## config.mk

```make
export PLATFORM = sky130hd
export DESIGN_NAME = a2d_pot_seq
export DESIGN_NICKNAME = d
export VERILOG_FILES = /design/src/rtl/a2d_pot_seq_pkg.sv /design/src/rtl/a2d_pot_seq_spi_mstr16.sv /design/src/rtl/a2d_pot_seq.sv
export SDC_FILE = /design/constraint.sdc
export NUM_CORES = 1
export LEC_CHECK = 0
export CAP_MARGIN = 20
export CORE_MARGIN = 4
export CORE_UTILIZATION = 30
export CTS_CLUSTER_DIAMETER = 80
export DETAILED_ROUTE_END_ITERATION = 8
export PLACE_DENSITY = 0.56
export SYNTH_ARGS = -nofsm -noshare
export SYNTH_HDL_FRONTEND = slang
export SYNTH_HIERARCHICAL = 1
export SYNTH_SLANG_ARGS = --single-unit
export TNS_END_PERCENT = 30
```

## constraint.sdc

```tcl
create_clock -name clk -period 2.88 [get_ports clk]
set_input_delay 0.72 -clock clk [delete_from_list [all_inputs] [get_ports clk]]
set_output_delay 0.72 -clock clk [all_outputs]
set_load 0.005 [all_outputs]
```

## src/rtl/a2d_pot_seq_pkg.sv

```systemverilog
// a2d_pot_seq_pkg: shared state type and SPI frame layout for the slide-pot A2D sequencer
package a2d_pot_seq_pkg;
    typedef enum logic [1:0] {IDLE, SETUP, SHIFT, GAP} state_t;
    localparam int FRM_W = 16;
    localparam int RES_W = 12;
    localparam int ADDR_W = 3;
    localparam int ADDR_LSB = 11;
    function automatic logic [FRM_W-1:0] mk_frame(input logic [ADDR_W-1:0] addr);
        logic [FRM_W-1:0] f;
        f = '0;
        f[ADDR_LSB +: ADDR_W] = addr;
        return f;
    endfunction
endpackage

```

## src/rtl/a2d_pot_seq_spi_mstr16.sv

```systemverilog
// spi_mstr16: one 16-bit SPI frame (setup, 16 SCLK periods, gap) with a full-duplex shift register
module spi_mstr16
    import a2d_pot_seq_pkg::*;
#(
    parameter int SCLK_DIV = 32
) (
    input  logic             clk,
    input  logic             rst_n,
    input  logic             wrt,
    input  logic [FRM_W-1:0] cmd,
    input  logic             MISO,
    output logic             SS_n,
    output logic             SCLK,
    output logic             MOSI,
    output logic [RES_W-1:0] rd_data,
    output logic             done
);
    localparam int CW = $clog2(SCLK_DIV);
    localparam logic [CW-1:0] QTR_END = CW'(SCLK_DIV / 4 - 1);
    localparam logic [CW-1:0] HALF = CW'(SCLK_DIV / 2);
    localparam logic [CW-1:0] RISE = CW'(SCLK_DIV / 2 - 1);
    localparam logic [CW-1:0] PER_END = CW'(SCLK_DIV - 1);

    state_t state, nxt;
    logic [CW-1:0] cnt;
    logic [3:0] bitc;
    logic [FRM_W-1:0] shreg;
    logic mosi_r, qtr_end, per_end, rise, fall, load;

    assign qtr_end = cnt == QTR_END;
    assign per_end = cnt == PER_END;
    assign rise = state == SHIFT && cnt == RISE;
    // the first fall keeps the MSB, so only falls 2..16 advance MOSI
    assign fall = state == SHIFT && per_end && bitc != 4'hF;
    assign load = wrt && (state == IDLE || done);
    assign rd_data = shreg[RES_W-1:0];

    always_ff @(posedge clk)
        if (!rst_n) state <= IDLE;
        else state <= nxt;

    always_comb begin
        nxt = state;
        case (state)
            IDLE:    nxt = wrt ? SETUP : IDLE;
            SETUP:   nxt = qtr_end ? SHIFT : SETUP;
            SHIFT:   nxt = per_end && &bitc ? GAP : SHIFT;
            GAP:     nxt = qtr_end ? (wrt ? SETUP : IDLE) : GAP;
            default: nxt = IDLE;
        endcase
    end

    always_comb begin
        SS_n = state == IDLE || state == GAP;
        SCLK = !(state == SHIFT && cnt < HALF);
        MOSI = !SS_n && mosi_r;
        done = state == GAP && qtr_end;
    end

    always_ff @(posedge clk)
        if (!rst_n) begin
            cnt <= '0;
            bitc <= '0;
            shreg <= '0;
            mosi_r <= 1'b0;
        end else begin
            cnt <= (state == IDLE || state != nxt || per_end) ? '0 : cnt + 1'b1;
            if (state == SHIFT && per_end) bitc <= bitc + 4'd1;
            if (load) shreg <= cmd;
            else if (rise) shreg <= {shreg[FRM_W-2:0], MISO};
            if (load) mosi_r <= cmd[FRM_W-1];
            else if (fall) mosi_r <= shreg[FRM_W-1];
        end
endmodule

```

## src/rtl/a2d_pot_seq.sv

```systemverilog
// a2d_pot_seq: sweeps NUM_CH pot channels through a 16-bit SPI A2D, one trailing dummy frame
module a2d_pot_seq
    import a2d_pot_seq_pkg::*;
#(
    parameter int NUM_CH = 5,
    parameter int SCLK_DIV = 32
) (
    input  logic        clk,
    input  logic        rst_n,
    input  logic        strt,
    input  logic        MISO,
    output logic        SS_n,
    output logic        SCLK,
    output logic        MOSI,
    output logic [23:0] POT,
    output logic [2:0]  pot_ch,
    output logic        pot_vld,
    output logic        busy,
    output logic        done
);
    localparam logic [2:0] LAST = 3'(NUM_CH);

    logic [2:0] k, k_nxt;
    logic wrt, frm_done;
    logic [FRM_W-1:0] cmd;
    logic [RES_W-1:0] rd;

    // cmd is loaded on the same edge k advances, so address from the upcoming index
    assign k_nxt = busy ? k + 3'd1 : 3'd0;
    assign cmd = mk_frame(k_nxt < LAST ? k_nxt : 3'd0);
    assign wrt = busy ? frm_done && k < LAST : strt;

    spi_mstr16 #(.SCLK_DIV(SCLK_DIV)) u_spi (
        .clk(clk),
        .rst_n(rst_n),
        .wrt(wrt),
        .cmd(cmd),
        .MISO(MISO),
        .SS_n(SS_n),
        .SCLK(SCLK),
        .MOSI(MOSI),
        .rd_data(rd),
        .done(frm_done)
    );

    always_ff @(posedge clk)
        if (!rst_n) begin
            k <= '0;
            busy <= 1'b0;
            done <= 1'b0;
            pot_vld <= 1'b0;
            POT <= '0;
            pot_ch <= '0;
        end else begin
            busy <= busy ? !done : strt;
            pot_vld <= busy && frm_done && k != 3'd0;
            done <= busy && frm_done && k == LAST;
            if (busy && frm_done) begin
                k <= k < LAST ? k + 3'd1 : 3'd0;
                if (k != 3'd0) begin
                    POT <= {rd, RES_W'(0)};
                    pot_ch <= k - 3'd1;
                end
            end
        end
endmodule

```

After elaboration in Yosys (flattened, before gate mapping)
Index checks and enable logic that the tools add are counted.
- register bits after elaboration: 49
- input port bits: 4
- output and inout bits: 33
- word-level logic and storage cells: 67
- add/subtract/negate cells: 4
- order comparisons: 3
- equality and inequality tests: 9
- mux-type cells: 12
- bitwise logic cells: 1
- reductions and logical operators: 26
- operators with widths (cell ; number):
    $mux 14 ; 2
    $logic_and 1x1->1 ; 12
    $mux 3 ; 3
    $pmux 2 s4 ; 1
    $lt 3x3->1 const B ; 2
    $add 5x1->5 const B ; 1
    $eq 5x3->1 const B ; 1
    $eq 5x4->1 const B ; 1
    $eq 5x5->1 const B ; 1
    $lt 5x5->1 const B ; 1
    $add 4x1->4 const B ; 1
    $eq 2x2->1 const B ; 2
    $logic_or 1x1->1 ; 4
    $mux 1 ; 4
    $mux 2 ; 2
    $ne 4x4->1 const B ; 1
    $reduce_and 4->1 ; 1
    $reduce_or 2->1 ; 2
    $add 3x1->3 const B ; 1
    $eq 3x3->1 const B ; 1
    $logic_not 1->1 ; 3
    $reduce_bool 3->1 ; 1
    $sub 3x1->3 const B ; 1
    $eq 2x1->1 const B ; 1
    other kinds (5) ; 5

Depth between registers and ports, before layout
Gate-level depths: netlist of the first run.
- depth after elaboration: 11
- gate-level depth with buffers: 10
- mapped depth without buffers: 9

Hierarchy
The synthesis of the first run kept the hierarchy.
- modules (own cells, without submodules) (module ; times used ; cells an instance ; area an instance (um^2) ; seq. area each (um^2)):
    spi_mstr16 ; 1 ; 155 ; 1540.2 ; 560.5
    a2d_pot_seq ; 1 ; 120 ; 1033.5 ; 420.4

Worst setup path after synthesis of the first run
No wires, ideal clock.
- kind: flip-flop to flip-flop
- start: register u_spi.cnt[0]
- end: register u_spi.shreg[10]
- setup time: 59 ps
- data arrival time: 2319 ps
- data required time: 2821 ps
- slack: 502 ps
- cell stages (with the launch flop): 11
- path buffers: 2
- period minus slack after synthesis: 2378 ps
- path through: dfxtp_1 -> ha_1 -> and4bb_4 -> and2_2 -> nand2_1 -> buf_2 -> o21ai_0 -> inv_1 -> clkbuf_1 -> o21ai_0 -> o211a_1
- longest elaborated chain between the ends: 6
- elaborated cells between the ends (all ways): 9
- classes of those cells: eq/ne: 2; mux: 1; reduce/logical: 6
- ends and longest elaborated chain (item ; line ; RTL):
    start, declared ; a2d_pot_seq_spi_mstr16.sv:25 ; logic [CW-1:0] cnt;
    start signal, assigned ; a2d_pot_seq_spi_mstr16.sv:67 ; cnt <= (state == IDLE || state != nxt || per_end) ? '0 : cnt + 1'b1;
    $eq 5x3->1 ; a2d_pot_seq_spi_mstr16.sv:30 ; assign qtr_end = cnt == QTR_END;
    $logic_and 1x1->1 ; a2d_pot_seq_spi_mstr16.sv:57 ; done = state == GAP && qtr_end;
    via frm_done ; a2d_pot_seq.sv:24 ; logic wrt, frm_done;
    $logic_and 1x1->1 ; a2d_pot_seq.sv:31 ; assign wrt = busy ? frm_done && k < LAST : strt;
    $mux 1 ; a2d_pot_seq.sv:31 ;
    via wrt ; a2d_pot_seq.sv:24 ;
    $logic_and 1x1->1 ; a2d_pot_seq_spi_mstr16.sv:35 ; assign load = wrt && (state == IDLE || done);
    $reduce_or 2->1 (no line) ; n/a ;
    end signal, assigned ; a2d_pot_seq_spi_mstr16.sv:69 ; if (load) shreg <= cmd;
    end signal, assigned ; a2d_pot_seq_spi_mstr16.sv:70 ; else if (rise) shreg <= {shreg[FRM_W-2:0], MISO};
    end, declared ; a2d_pot_seq_spi_mstr16.sv:27 ; logic [FRM_W-1:0] shreg;
The timed path passes the listed nets, and every way through them passes these cells.
A chain may end at the register's enable or synchronous reset.

Final worst setup path of the first run
- start: register u_spi.cnt[0]
- end: register u_spi.mosi_r
- longest elaborated chain between the ends: 6
- elaborated cells between the ends (all ways): 10
- classes of those cells: eq/ne: 2; mux: 1; reduce/logical: 7
- ends and longest elaborated chain (item ; line ; RTL):
    $eq 5x3->1 ; a2d_pot_seq_spi_mstr16.sv:30 ;
    $logic_and 1x1->1 ; a2d_pot_seq_spi_mstr16.sv:57 ;
    via frm_done ; a2d_pot_seq.sv:24 ;
    $logic_and 1x1->1 ; a2d_pot_seq.sv:31 ;
    $mux 1 ; a2d_pot_seq.sv:31 ;
    via wrt ; a2d_pot_seq.sv:24 ;
    $logic_and 1x1->1 ; a2d_pot_seq_spi_mstr16.sv:35 ;
    $reduce_or 2->1 (no line) ; n/a ;
    end signal, assigned ; a2d_pot_seq_spi_mstr16.sv:71 ; if (load) mosi_r <= cmd[FRM_W-1];
    end signal, assigned ; a2d_pot_seq_spi_mstr16.sv:72 ; else if (fall) mosi_r <= shreg[FRM_W-1];
    end, declared ; a2d_pot_seq_spi_mstr16.sv:28 ; logic mosi_r, qtr_end, per_end, rise, fall, load;
The timed path passes the listed nets, and every way through them passes these cells.

==> results.json, run 1 <==
{
  "fin_crit_sh": 0.883,
  "hp-class": "flip-flop to flip-flop",
  "route.met2.wl_mm": 2.35,
  "drtIter0Drc": 96,
  "switching_share": 0.241,
  "timing.rr.start": "u_spi/cnt[0]$_SDFF_PP0_",
  "core-area_sq_um": 8300,
  "cts.sinks": 49,
  "postCtsResizedCells": 0,
  "dpl.hpwl_mm": 3.51,
  "via_per_inst": 4.72,
  "nets": 309,
  "grt_remaining_overflow": 0,
  "p_leak_uw": 0.00127,
  "drt_wl_total_mm": 5.14,
  "rsz0062_at_grt": "false",
  "start_util": 0.310,
  "fill_cells": 865,
  "multi_input_area_sq_um": 1370,
  "worst-setup-path-type": "flip-flop to flip-flop",
  "placed_area_sq_um": 2770,
  "crit_path_end_kind": "flip-flop",
  "crit_chain": "ha_1 -> and4bb_4 -> and2_2 -> nand2_1 -> o21ai_0 -> inv_1 -> o31ai_1 -> a21oi_1",
  "ctsHoldBuffers": 0,
  "critPathMaxFanout": 16,
  "grt_pass1_wl_mm": 8.81,
  "synthesis.area_per_instance_sq_um": 9.36,
  "cts_tree": "built",
  "power_frac_seq": 0.546,
  "clock_skew_ns": 0.00758,
  "num_io_pins": 37,
  "ir_drop_v": 0.000156,
  "grt_pass1_vias": 1768,
  "clkLatencyLatePin_ns": 0.31,
  "yosysSeqAreaShare": 0.381,
  "final_hold_viol_count": 0,
  "slew_violations": 0,
  "syn_area_sq_um": 2570,
  "floorplan.rows": 33,
  "drive_above_1_share": 0.0648,
  "reg2reg_to": "u_spi/mosi_r$_SDFFE_PN0P_",
  "setup_viol": 0,
  "internal-power_uw": 1000,
  "rr_worst_depth": 8,
  "clk_pin_slew_ns": 0.08,
  "diodes": 0,
  "grt_antenna_before_repair": 0,
  "period_needed_ns": 2.54,
  "ys.warnings.count": 6,
  "route.detailed.drc": 0,
  "finalSetupTns_ns": 0,
  "ys_async_sr_fraction": 0,
  "outcome": "finished, final reports clean",
  "synth_cell_type_count": 46,
  "max_freq_mhz": 393,
  "synthToLayoutAreaGrowth_pct": 11.5,
  "startpoint_type": "flip-flop",
  "dr.pass1.iters": 4,
  "cp-endpoint": "u_spi/mosi_r$_SDFFE_PN0P_",
  "startpoint": "u_spi/cnt[0]$_SDFF_PP0_",
  "die_w_um": 101,
  "top_layer_used": "met4",
  "final_antenna_net_count": 0,
  "drv_cap": 0,
  "gp_congestion": 0.755,
  "p_per_area_nw_per_um2": 461,
  "worstPathRequired_ns": 3.05,
  "gr-usage-all-layers": 0.107,
  "cts_root_buffer": "clkbuf_8",
  "slowest_delay_ns": 0.45,
  "h-tree-depth": 2,
  "p_comb_frac": 0.086,
  "synthFlopType": "dfxtp_1",
  "synth_seq_cells": 49,
  "cts_setup_buffers": 0,
  "synth_cells": 275,
  "tightest_slew_ns": 0.700,
  "synth-edff-count": 0,
  "grt_max_degree": 21,
  "die_y_um": 101,
  "final-seq-area_sq_um": 981,
  "m1WireLength_mm": 2.49,
  "die_area_sq_um": 10100,
  "wire_per_inst_um": 12.9,
  "clockBufferDepth": 2,
  "reg2reg_setup_slack_ns": 0.34,
  "port_buffers": 24,
  "wl_met3_um": 221,
  "numCtsBuffers": 5,
  "p_clk_frac": 0.368,
  "fin_area_sq_um": 2870,
  "cpMaxStageDelayCell": "o21ai_0",
  "vias": 1878,
  "slew-limit-headroom": 0.534,
  "switching_power_uw": 319,
  "cp.arrival_ns": 2.71
}
-- cell usage after synthesis (3+ instances only) --
| master | n | area share |
|---|---|---|
| inv_1 | 8 | 0.012 |
| o21ai_0 | 29 | 0.056 |
| nand3_1 | 19 | 0.037 |
| a21oi_1 | 22 | 0.043 |
| and2_1 | 5 | 0.012 |
| a211oi_1 | 3 | 0.0087 |
| nor2_1 | 5 | 0.0073 |
| buf_6 | 4 | 0.017 |
| nor3_1 | 9 | 0.017 |
| o211a_1 | 15 | 0.058 |
| ha_1 | 12 | 0.058 |
| mux2i_1 | 17 | 0.066 |
| clkbuf_1 | 6 | 0.0087 |
| dfxtp_1 | 49 | 0.38 |
| xnor2_1 | 6 | 0.020 |
| nand2_1 | 8 | 0.012 |
| buf_4 | 24 | 0.070 |
-- sequential cells by signal, summed over array words and instances, names as in the netlist --
name,cells
pot_vld,1
k,3
u_spi/state,2
u_spi/cnt,5
u_spi/bitc,4
u_spi/shreg,16
u_spi/mosi_r,1
done,1
busy,1
pot_ch,3
POT,12
-- kinds of logic (layout without fill, tap and decap cells) --
family / count (synthesis) / in the layout / share of synthesized area
buffers and inverters: 47 / 41 / 0.123
AND/OR/NAND/NOR: 61 / 61 / 0.133
adder cells (fa/ha/maj): 12 / 12 / 0.0583
AO/OA/AOI/OAI: 79 / 79 / 0.203
multiplexers: 19 / 19 / 0.0773
other: 1 / 25 / 0.00146
XOR/XNOR: 7 / 7 / 0.0238
flip-flops: 49 / 49 / 0.381
-- worst min-delay path by stage --
stage | slack [ns] | start | depth (start not counted) | endpoint
3_5_place_dp | 0.45 | u_spi/cnt[0]$_SDFF_PP0_ | 1 | u_spi/cnt[0]$_SDFF_PP0_
3_3_place_gp | 0.44 | u_spi/cnt[0]$_SDFF_PP0_ | 1 | u_spi/cnt[0]$_SDFF_PP0_
6_report | 0.46 | u_spi/cnt[0]$_SDFF_PP0_ | 1 | u_spi/cnt[0]$_SDFF_PP0_
2_1_floorplan | 0.43 | u_spi/cnt[0]$_SDFF_PP0_ | 1 | u_spi/cnt[0]$_SDFF_PP0_
4_1_cts | 0.47 | u_spi/cnt[0]$_SDFF_PP0_ | 1 | u_spi/cnt[0]$_SDFF_PP0_
5_1_grt | 0.49 | u_spi/cnt[0]$_SDFF_PP0_ | 1 | u_spi/cnt[0]$_SDFF_PP0_
-- stage by stage --
| step | total power, uW | instances | setup WS, ns | hold slack, ns | utilization |
|---|---|---|---|---|---|
| 6_report | 1320 | 398 | 0.337 | 0.461 | 0.346 |
| 5_1_grt | 1390 | 398 | 0.0302 | 0.490 | 0.346 |
| 4_1_cts | 1340 | 398 | 0.345 | 0.466 | 0.346 |
| 3_5_place_dp | 851 | 391 | 0.371 | 0.453 | 0.333 |
| 3_3_place_gp | 848 | 391 | 0.463 | 0.442 | 0.333 |
| 2_1_floorplan | 850 | 299 | 0.502 | 0.433 | - |
-- power by group through the flow --
stage / Clock, uW / Combinational [uW] / Sequential (uW)
finish: 487 / 113 / 722
global route: 529 / 130 / 727
CTS: 500 / 114 / 722
detailed placement: 0 / 113 / 738
global placement: 0 / 111 / 738
floorplan: 0 / 119 / 731
-- layer usage --
layer	GRT usage	up-vias
li1	-	957
met1	0.144	880
met2	0.165	36
met3	0.0270	5
met4	0.0373	0
met5	0	-
-- cell type report --
class | instances | share of cell area
Tap cell | 105 | 0.0458
Timing Repair Buffer | 26 | 0.0890
Clock buffer | 5 | 0.0240
Clock inverter | 2 | 0.0122
Sequential cell | 49 | 0.342
Multi-Input combinational cell | 203 | 0.477
Inverter | 8 | 0.0105
-- worst max-delay path, delay by kind of cell (launching register included) --
kind	cells	cell delay (ns)
AO/OA/AOI/OAI	3	0.91
adder cells (fa/ha/maj)	1	0.21
flip-flops	1	0.36
AND/OR/NAND/NOR	3	0.57
buffers and inverters	1	0.37
-- placed cells by master (no fill, tap or decap), drive strengths merged --
cell type      netlist  routed
dfxtp               49      49
o21ai               31      31
conb                 1      25
clkdlybuf4s50        0      24
a21oi               23      23
nand3               19      19
mux2i               18      18
o211a               15      15
ha                  12      12
nor3                 9       9
nand2                9       9
inv                  8       8
xnor2                6       6
and2                 6       6
nor2                 5       5
clkbuf               8       5
a211oi               3       3
and3                 3       3
nand2b               3       3
nand3b               2       2
buf                 31       2
a21boi               2       2
o21a                 1       1
nor2b                1       1
or2b                 1       1
o311a                1       1
bufinv               0       1
clkinv               0       1
and4bb               1       1
mux2                 1       1
o21bai               1       1
o221ai               1       1
or3                  1       1
o31ai                1       1
xor2                 1       1
nor3b                1       1
(Power assumes the default switching activity.)
==> run 2: changes to the inputs <==
PLACE_DENSITY = unset   (was 0.56)
PLACE_DENSITY_LB_ADDON = 0.1   (was unset)
==> run 2 against run 1 <==
Total power down 6.2%. Clock skew grew 0.0045 ns. Worst setup slack worse by 0.028 ns. Sequential share of layout area up 0.15 points. Non-clock buffer count up 1. Critical path type unchanged.
==> results.json, run 2 (synthesis gave the netlist of run 1 again) <==
{
  "outcome": "finished, final reports clean",
  "synthToLayoutAreaGrowth_pct": 11.0,
  "drtIter0Drc": 75,
  "fin_util": 0.344,
  "ctsHoldBuffers": 0,
  "drt_wl_total_mm": 5.28,
  "clock_skew_ns": 0.0120,
  "clkLatencyLatePin_ns": 0.30,
  "largestRegisters": "u_spi/shreg: 16 flops, POT: 12 flops, u_spi/cnt: 5 flops",
  "route.detailed.drc": 0,
  "vias": 1846,
  "dpl.hpwl_mm": 3.63,
  "die_y_um": 101,
  "largest_reg_flops": 16,
  "tightest_slew_ns": 0.649,
  "postCtsResizedCells": 0,
  "cts.sinks": 49,
  "worst-setup-path-type": "flip-flop to flip-flop",
  "finalSetupTns_ns": 0,
  "min_from": "u_spi/cnt[0]$_SDFF_PP0_",
  "final_cell_mix": "dfxtp_1 (49), o21ai_0 (29), conb_1 (25)",
  "slew-limit-headroom": 0.567,
  "grt_pass1_wl_mm": 9.09,
  "cts_setup_buffers": 0,
  "fin_area_sq_um": 2860,
  "timing.rr.start": "u_spi/cnt[0]$_SDFF_PP0_",
  "cp.arrival_ns": 2.73,
  "min_path_cells": 1,
  "p_leak_uw": 0.00126,
  "hold_slack_ns": 0.473,
  "total_power_uw": 1240,
  "slew_violations": 0,
  "grt_max_degree": 21,
  "hp-class": "flip-flop to flip-flop",
  "critPathMaxFanout": 16,
  "grt_remaining_overflow": 0,
  "placed_area_sq_um": 2770,
  "numCtsBuffers": 5,
  "h-tree-depth": 2,
  "start_util": 0.310,
  "layout_commonest_cell": "dfxtp_1",
  "final_hold_viol_count": 0,
  "rr_worst_depth": 8,
  "gr-usage-all-layers": 0.111,
  "p_per_area_nw_per_um2": 434,
  "crit_path_end_kind": "flip-flop",
  "floorplan.rows": 33,
  "max_freq_mhz": 389,
  "drv_cap": 0,
  "die_w_um": 101,
  "top_register": "u_spi/shreg",
  "port_buffers": 24,
  "final_antenna_net_count": 0,
  "grt_antenna_before_repair": 0,
  "via_per_inst": 4.62,
  "cts_root_buffer": "clkbuf_8",
  "die_area_sq_um": 10100,
  "ir_drop_v": 0.000178,
  "reg2reg_setup_slack_ns": 0.31,
  "nets": 310,
  "grt_pass1_vias": 1746,
  "gp_congestion": 0.705,
  "setup_viol": 0,
  "clockBufferDepth": 2,
  "wire_per_inst_um": 13.2,
  "worstPathRequired_ns": 3.04,
  "core-area_sq_um": 8300,
  "dr.pass1.iters": 4,
  "period_needed_ns": 2.57,
  "fin_crit_sh": 0.893,
  "clk_pin_slew_ns": 0.09,
  "holdPathEnd": "u_spi/cnt[0]$_SDFF_PP0_",
  "drive_above_1_share": 0.0644,
  "num_io_pins": 37,
  "diodes": 0,
  "reg2reg_to": "u_spi/mosi_r$_SDFFE_PN0P_",
  "startpoint_type": "flip-flop",
  "cts_tree": "built",
  "rsz0062_at_grt": "false"
}
==> run 2: power by group <==
part	switching [uW]	internal, uW
clock	233	173
combinational	64.3	49.0
sequential	20.2	702
==> run 2: how the worst max path moves through the flow <==
stage                             from  slack, ns  cells after the start                            to
6_report       u_spi/cnt[0]$_SDFF_PP0_       0.31                      8     u_spi/mosi_r$_SDFFE_PN0P_
5_1_grt        u_spi/cnt[0]$_SDFF_PP0_       0.08                      8     u_spi/mosi_r$_SDFFE_PN0P_
4_1_cts        u_spi/cnt[0]$_SDFF_PP0_       0.30                      8     u_spi/mosi_r$_SDFFE_PN0P_
3_5_place_dp   u_spi/cnt[0]$_SDFF_PP0_       0.34                      8  u_spi/shreg[15]$_SDFFE_PN0P_
3_3_place_gp                      strt       0.40                      7       u_spi/cnt[3]$_SDFF_PP0_
2_1_floorplan  u_spi/cnt[0]$_SDFF_PP0_       0.50                     10  u_spi/shreg[10]$_SDFFE_PN0P_
==> run 2: worst max-delay path, cell delays in order, from the launching register on <==
cell and delay (ns):
dfxtp_1 0.37, ha_1 0.21, and4bb_4 0.30, and2_2 0.20
nand2_1 0.07, o21ai_0 0.46, inv_1 0.37, o31ai_1 0.38
a21oi_1 0.08
==> run 2: per-layer routing <==
| metal | up-vias | track usage | wire [um] |
|---|---|---|---|
| met2 | 28 | 0.169 | 2250 |
| li1 | 965 | - | - |
| met4 | 0 | 0.0342 | 53 |
| met1 | 848 | 0.154 | 2770 |
| met5 | - | 0 | 0 |
| met3 | 5 | 0.0263 | 208 |
==> run 2: cell type report <==
type / count / area, sq um
Fill cell: 896 / 5440
Multi-Input combinational cell: 203 / 1370
Inverter: 8 / 30.0
Clock inverter: 1 / 7.51
Sequential cell: 49 / 981
Timing Repair Buffer: 27 / 263
Clock buffer: 7 / 76.3
Tap cell: 105 / 131
==> run 2: stage by stage <==
stage	cells	worst slack (ns)
finish	400	0.309
global route	400	0.0792
detailed placement	392	0.335
CTS	400	0.300
global placement	392	0.403
floorplan	299	0.502
